`src/rtl/lsu_store_buffered.sv`:
```
// Per-thread load/store unit: stores retire into a FIFO store buffer that drains to memory in the background.
// Optional macro STORE_FORWARD_EN lets loads forward from the youngest matching buffered store.
module lsu_store_buffered #(
    parameter int ADDR_BITS = 8,
    parameter int DATA_BITS = 8,
    parameter int SB_DEPTH  = 4
) (
    input  logic                 clk,
    input  logic                 reset,
    input  logic                 enable,
    input  logic [2:0]           core_state,
    input  logic                 decoded_mem_read_enable,
    input  logic                 decoded_mem_write_enable,
    input  logic [DATA_BITS-1:0] rs,
    input  logic [DATA_BITS-1:0] rt,
    output logic [1:0]           lsu_state,
    output logic [DATA_BITS-1:0] lsu_out,
    output logic                 sb_empty,
    output logic                 mem_read_valid,
    output logic [ADDR_BITS-1:0] mem_read_address,
    input  logic                 mem_read_ready,
    input  logic [DATA_BITS-1:0] mem_read_data,
    output logic                 mem_write_valid,
    output logic [ADDR_BITS-1:0] mem_write_address,
    output logic [DATA_BITS-1:0] mem_write_data,
    input  logic                 mem_write_ready
);

    localparam int PTR_BITS = $clog2(SB_DEPTH);
    localparam int CNT_BITS = PTR_BITS + 1;
    localparam logic [2:0] CORE_REQUEST = 3'b011;
    localparam logic [2:0] CORE_UPDATE  = 3'b110;

    typedef enum logic [1:0] {
        IDLE       = 2'd0,
        REQUESTING = 2'd1,
        WAITING    = 2'd2,
        DONE       = 2'd3
    } lsu_state_t;

    lsu_state_t state, state_next;

    logic                 op_store;
    logic [ADDR_BITS-1:0] op_addr;
    logic [DATA_BITS-1:0] op_data;

    logic [ADDR_BITS-1:0] sb_addr [SB_DEPTH];
    logic [DATA_BITS-1:0] sb_data [SB_DEPTH];
    logic [PTR_BITS-1:0]  rd_ptr, wr_ptr;
    logic [CNT_BITS-1:0]  count;

    logic sb_full, pop, slot_free;
    logic start_op, push, issue_read, load_done, load_pending, take_fwd, start_drain;
    logic                 fwd_hit;
    logic [DATA_BITS-1:0] fwd_data;

    assign sb_full   = (count == CNT_BITS'(SB_DEPTH));
    assign pop       = mem_write_valid && mem_write_ready;
    assign slot_free = !sb_full || pop;
    assign sb_empty  = (count == '0) && !mem_write_valid;
    assign lsu_state = state;

`ifdef STORE_FORWARD_EN
    // Oldest-to-youngest scan so the last match wins; the in-flight head is still a valid entry.
    always_comb begin
        fwd_hit  = 1'b0;
        fwd_data = '0;
        for (int i = 0; i < SB_DEPTH; i++) begin
            if (CNT_BITS'(i) < count && sb_addr[rd_ptr + PTR_BITS'(i)] == op_addr) begin
                fwd_hit  = 1'b1;
                fwd_data = sb_data[rd_ptr + PTR_BITS'(i)];
            end
        end
    end
`else
    assign fwd_hit  = 1'b0;
    assign fwd_data = '0;
`endif

    always_ff @(posedge clk) begin
        if (reset) state <= IDLE;
        else       state <= state_next;
    end

    always_comb begin
        state_next   = state;
        start_op     = 1'b0;
        push         = 1'b0;
        issue_read   = 1'b0;
        load_done    = 1'b0;
        load_pending = 1'b0;
        take_fwd     = 1'b0;
        unique case (state)
            IDLE: begin
                if (enable && core_state == CORE_REQUEST &&
                    (decoded_mem_read_enable || decoded_mem_write_enable)) begin
                    start_op   = 1'b1;
                    state_next = REQUESTING;
                end
            end
            REQUESTING: begin
                if (op_store) begin
                    if (slot_free) begin
                        push       = 1'b1;
                        state_next = DONE;
                    end else begin
                        state_next = WAITING;
                    end
                end else if (fwd_hit) begin
                    take_fwd   = 1'b1;
                    state_next = DONE;
                end else begin
`ifdef STORE_FORWARD_EN
                    load_pending = 1'b1;
                    if (!mem_write_valid) begin
`else
                    load_pending = sb_empty;
                    if (sb_empty) begin
`endif
                        issue_read = 1'b1;
                        state_next = WAITING;
                    end
                end
            end
            WAITING: begin
                if (op_store) begin
                    if (slot_free) begin
                        push       = 1'b1;
                        state_next = DONE;
                    end
                end else if (mem_read_valid && mem_read_ready) begin
                    load_done  = 1'b1;
                    state_next = DONE;
                end
            end
            DONE: begin
                if (core_state == CORE_UPDATE) state_next = IDLE;
            end
            default: state_next = IDLE;
        endcase
    end

    // A pending load read outranks starting a new drain; an in-flight write is never abandoned.
    assign start_drain = !mem_write_valid && (count != '0) && !mem_read_valid && !load_pending;

    always_ff @(posedge clk) begin
        if (push) begin
            sb_addr[wr_ptr] <= op_addr;
            sb_data[wr_ptr] <= op_data;
        end
    end

    always_ff @(posedge clk) begin
        if (reset) begin
            op_store          <= 1'b0;
            op_addr           <= '0;
            op_data           <= '0;
            rd_ptr            <= '0;
            wr_ptr            <= '0;
            count             <= '0;
            lsu_out           <= '0;
            mem_read_valid    <= 1'b0;
            mem_read_address  <= '0;
            mem_write_valid   <= 1'b0;
            mem_write_address <= '0;
            mem_write_data    <= '0;
        end else begin
            if (start_op) begin
                op_store <= decoded_mem_write_enable;
                op_addr  <= rs[ADDR_BITS-1:0];
                op_data  <= rt;
            end
            if (push) wr_ptr <= wr_ptr + 1'b1;
            if (pop) begin
                rd_ptr          <= rd_ptr + 1'b1;
                mem_write_valid <= 1'b0;
            end else if (start_drain) begin
                mem_write_valid   <= 1'b1;
                mem_write_address <= sb_addr[rd_ptr];
                mem_write_data    <= sb_data[rd_ptr];
            end
            unique case ({push, pop})
                2'b10:   count <= count + 1'b1;
                2'b01:   count <= count - 1'b1;
                default: ;
            endcase
            if (issue_read) begin
                mem_read_valid   <= 1'b1;
                mem_read_address <= op_addr;
            end
            if (load_done) begin
                mem_read_valid <= 1'b0;
                lsu_out        <= mem_read_data;
            end
            if (take_fwd) lsu_out <= fwd_data;
        end
    end

endmodule

```
`config.mk`:
```
export PLATFORM = sky130hd
export DESIGN_NAME = lsu_store_buffered
export DESIGN_NICKNAME = d
export VERILOG_FILES = /design/src/rtl/lsu_store_buffered.sv
export SDC_FILE = /design/constraint.sdc
export NUM_CORES = 1
export LEC_CHECK = 0
export CORE_ASPECT_RATIO = 0.75
export CORE_MARGIN = 2
export CORE_UTILIZATION = 30
export DETAILED_ROUTE_END_ITERATION = 7
export PLACE_DENSITY = 0.57
export SLEW_MARGIN = 30
export SYNTH_ARGS = -nofsm -noshare
export SYNTH_HDL_FRONTEND = slang
export SYNTH_SLANG_ARGS = --single-unit
```
`constraint.sdc`:
```
create_clock -name clk -period 2.1 [get_ports clk]
set_input_delay 0.315 -clock clk [delete_from_list [all_inputs] [get_ports clk]]
set_output_delay 0.315 -clock clk [all_outputs]
set_load 0.02 [all_outputs]
```
==> impl_metrics.env <==
export IMPL_num_nets_final=504
export IMPL_ys_flop_type="sky130_fd_sc_hd__edfxtp_1"
export IMPL_cp_common_cell="sky130_fd_sc_hd__inv_1"
export IMPL_layout_cells_non_filler=677
export IMPL_diodes=0
export IMPL_tritoncts="done"
export IMPL_hold_path_end="op_addr[7]"
export IMPL_placement_rows=39
export IMPL_grt_max_degree=30
export IMPL_wire_per_inst_um=15.4
export IMPL_vias_in_the_first_global_route=3140
export IMPL_clock_tree_htree_level_count=4
export IMPL_hold_violation_count_in_the_final_report=0
export IMPL_yosys_area_top_type="sky130_fd_sc_hd__edfxtp_1"
export IMPL_post_cts_buffers=0
export IMPL_effective_utilization_at_floorplan=0.311
export IMPL_die_height_um=113
export IMPL_vias_per_cell=4.40
export IMPL_crit_path_start_kind="flip-flop"
export IMPL_critical_path_top_delay_family="adder cells"
export IMPL_synth_cell_types=36
export IMPL_worst_path_largest_cell_delay_ps=370
export IMPL_vdd_ir_drop_max_v=0.000350
export IMPL_tritoncts_num_buffers=17
export IMPL_number_of_synthesized_flops_with_an_enable_pin=64
export IMPL_rrSetupSlack_ps=9
export IMPL_rr_endpoint="count[2]"
export IMPL_critPathCaptureType="flip-flop"
export IMPL_drv_max_cap_violation_count=0
export IMPL_clock_sink_count=124
export IMPL_drive_gt1_frac=0.191
export IMPL_initialDrtViolationCount=152
export IMPL_design_core_area_um2=15400
export IMPL_p_leak_nw=2.24
export IMPL_cts_hold_buffers=0
export IMPL_dp_slack_ps=-248
export IMPL_dr_total_vias=2981
export IMPL_post_synth_inst_count=358
export IMPL_layout_min_cycle_time_ps=2090
export IMPL_first_pass_grt_wire_length_um=16500
export IMPL_post_synth_cell_area_avg_um2=13.4
export IMPL_synthDominantCellAreaShare=0.401
export IMPL_total_overflow_reported_by_the_global_router=0
export IMPL_finalMaxSlewViolations=0
export IMPL_cp_cell_sequence="inv_4, ha_4, inv_2, a311oi_4, inv_1, ha_2, inv_1, fa_1, xor2_1, or3_1, a21oi_1"
export IMPL_crit_reg2reg_launch="lsu_state[1]"
export IMPL_wl_um=10400
export IMPL_dp_final_hpwl_um=7120
export IMPL_yosysSeqAreaShare=0.652
export IMPL_synth_yosys_warnings=0
export IMPL_count_of_cell_instances_traversed_by_the_critical_path=11
export IMPL_slew_limit_headroom=0.747
export IMPL_timing_hold_worst_start="reset"
export IMPL_worstMarginPinSlew_ps=379
export IMPL_timing_final_ws_setup_ps=9.38
export IMPL_clock_skew_ps=10.2
export IMPL_accumulated_negative_setup_slack_ps=0
export IMPL_grt_setup_unrepaired="true"
export IMPL_routabilityCongestion=0.787
export IMPL_final_min_period_over_clock_period=0.996
export IMPL_power_density_nw_per_um2=900
export IMPL_outcome="finished clean"
export IMPL_setup_viol=0
export IMPL_synth_fp_nets=403
export IMPL_pin_count=71
export IMPL_critical_path_arrival_ps=2420
export IMPL_critical_path_max_fanout=4
export IMPL_groute_usage_overall=0.130
export IMPL_drt_pass1_iterations=4
export IMPL_commonest_cells_after_routing_fill_and_taps_aside="68 x sky130_fd_sc_hd__clkdlybuf4s50_1, 64 x sky130_fd_sc_hd__edfxtp_1, 57 x sky130_fd_sc_hd__dfxtp_1, 53 x sky130_fd_sc_hd__nand2_1, 34 x sky130_fd_sc_hd__nor2_1"
export IMPL_root_cell_of_the_clock_tree="sky130_fd_sc_hd__clkbuf_16"
export IMPL_antenna_violating_nets_post_route=0
export IMPL_reg2reg_depth=11
export IMPL_worst_setup_path_type="reg2reg"
export IMPL_placement_cell_area_um2=5930
export IMPL_hold_class="in2reg"
export IMPL_synth_area_leaders="sky130_fd_sc_hd__edfxtp_1 40%, sky130_fd_sc_hd__dfxtp_1 25%, sky130_fd_sc_hd__mux4_2 7.5%, sky130_fd_sc_hd__mux2i_1 5.8%, sky130_fd_sc_hd__nand2_1 4.2%"
export IMPL_clockBufferDepth=2
export IMPL_syn_area_um2=4790
export IMPL_worstPathRequired_ps=2430
export IMPL_cpMaxStageDelayCell="sky130_fd_sc_hd__fa_1"
export IMPL_placed_cells=645
export IMPL_fill_cells=1453
export IMPL_worst_hold_path_num_cells=2
export IMPL_worst_skew_pair_late_latency_ps=410
export IMPL_synthArstFlopShare=0
export IMPL_layout_cells_most_common="sky130_fd_sc_hd__clkdlybuf4s50_1"
export IMPL_synth_seq_cells=124
export IMPL_startpoint="lsu_state[1]"
export IMPL_antenna_found_initial=0
export IMPL_synthToLayoutAreaGrowth_pct=35.2
export IMPL_clock_fmax_mhz=478
export IMPL_fp_dieArea_um2=17000
export IMPL_fin_area_um2=6480
export IMPL_final_hold_worst_slack_ps=164
export IMPL_drt_drc_violations_left=0
export IMPL_place_port_buffers=70
export IMPL_dieWidth_um=150
export IMPL_worst_setup_hold_path_clk_slew_ps=50
export IMPL_path_buf_inv=4
[area by class of cell]
type,instances,area (um2),share of cell area
sequential,124,3130,0.483
tap,205,256,0.0396
clock inverter,11,96.3,0.0149
clock buffer,21,450,0.0695
inverter,13,51.3,0.00792
multi-input combinational,204,1540,0.238
timing repair buffer,99,950,0.147
[logic make-up (layout without fill, tap and decap cells)]
| family | after synthesis | after routing | synth area share |
|---|---|---|---|
| flops | 124 | 124 | 0.652 |
| simple gates | 107 | 107 | 0.0974 |
| fa+ha+maj | 11 | 11 | 0.0303 |
| mux | 44 | 44 | 0.134 |
| compound gates | 37 | 37 | 0.0467 |
| xor+xnor | 5 | 5 | 0.00914 |
| buf+inv | 30 | 144 | 0.0313 |
[repair_timing]
item,CTS,global route
resized for setup,3,0
endpoints found under the setup margin,2,1
endpoints found under the hold margin,0,0
pin swaps,1,0
[report_power, final]
| part | total, mW | switching, mW | leakage [nW] | internal, mW |
|---|---|---|---|---|
| Combinational | 0.560 | 0.288 | 0.882 | 0.272 |
| Sequential | 2.62 | 0.0407 | 1.10 | 2.58 |
| Clock | 2.65 | 1.00 | 0.256 | 1.65 |
| Total | 5.83 | 1.33 | 2.24 | 4.50 |
[cells in the mapped netlist, types with 2 or more instances]
library cell / instances
sky130_fd_sc_hd__dfxtp_1: 60
sky130_fd_sc_hd__o21ai_0: 4
sky130_fd_sc_hd__ha_1: 10
sky130_fd_sc_hd__xor2_1: 4
sky130_fd_sc_hd__mux4_2: 16
sky130_fd_sc_hd__a31oi_1: 2
sky130_fd_sc_hd__a21oi_1: 26
sky130_fd_sc_hd__nand2_1: 53
sky130_fd_sc_hd__buf_2: 3
sky130_fd_sc_hd__and2_1: 4
sky130_fd_sc_hd__edfxtp_1: 64
sky130_fd_sc_hd__or3_1: 2
sky130_fd_sc_hd__mux2i_1: 28
sky130_fd_sc_hd__clkbuf_1: 7
sky130_fd_sc_hd__nor2_1: 35
sky130_fd_sc_hd__buf_4: 5
sky130_fd_sc_hd__nand3_1: 3
sky130_fd_sc_hd__buf_6: 2
sky130_fd_sc_hd__inv_1: 13
[worst reg2reg max path: stages (launching register included)]
cell	delay [ps]
sky130_fd_sc_hd__dfxtp_4	350
sky130_fd_sc_hd__inv_4	50
sky130_fd_sc_hd__ha_4	240
sky130_fd_sc_hd__inv_2	70
sky130_fd_sc_hd__a311oi_4	40
sky130_fd_sc_hd__inv_1	80
sky130_fd_sc_hd__ha_2	180
sky130_fd_sc_hd__inv_1	50
sky130_fd_sc_hd__fa_1	370
sky130_fd_sc_hd__xor2_1	160
sky130_fd_sc_hd__or3_1	300
sky130_fd_sc_hd__a21oi_1	130
[per-layer routing]
| metal | up-vias | global-route usage | wire (um) |
|---|---|---|---|
| met4 | 0 | 0.0377 | 78 |
| li1 | 1471 | - | - |
| met2 | 39 | 0.208 | 5100 |
| met3 | 9 | 0.0444 | 334 |
| met5 | - | 0 | 0 |
| met1 | 1462 | 0.168 | 4920 |
[sequential cells by signal, indices dropped and copies added (netlist names), 2 cells and up]
register / cells
sb_addr: 32
sb_data: 32
lsu_out: 8
mem_read_address: 8
mem_write_address: 8
mem_write_data: 8
op_addr: 8
op_data: 8
count: 3
lsu_state: 2
rd_ptr: 2
wr_ptr: 2
[how the worst max path moves through the flow]
| stage | end | slack (ps) |
|---|---|---|
| global route | count[2] | -110 |
| CTS | count[2] | 10 |
| detailed placement | count[2] | -250 |
| global placement | count[2] | -200 |
| finish | count[2] | 9 |
| floorplan | count[2] | 8 |
[per-stage QoR]
step,power [mW],utilization
2_1_floorplan,2.98,-
3_3_place_gp,3.22,0.384
3_5_place_dp,3.24,0.384
4_1_cts,5.91,0.420
5_1_grt,6.07,0.420
6_report,5.83,0.420
(Power assumes the default switching activity.)
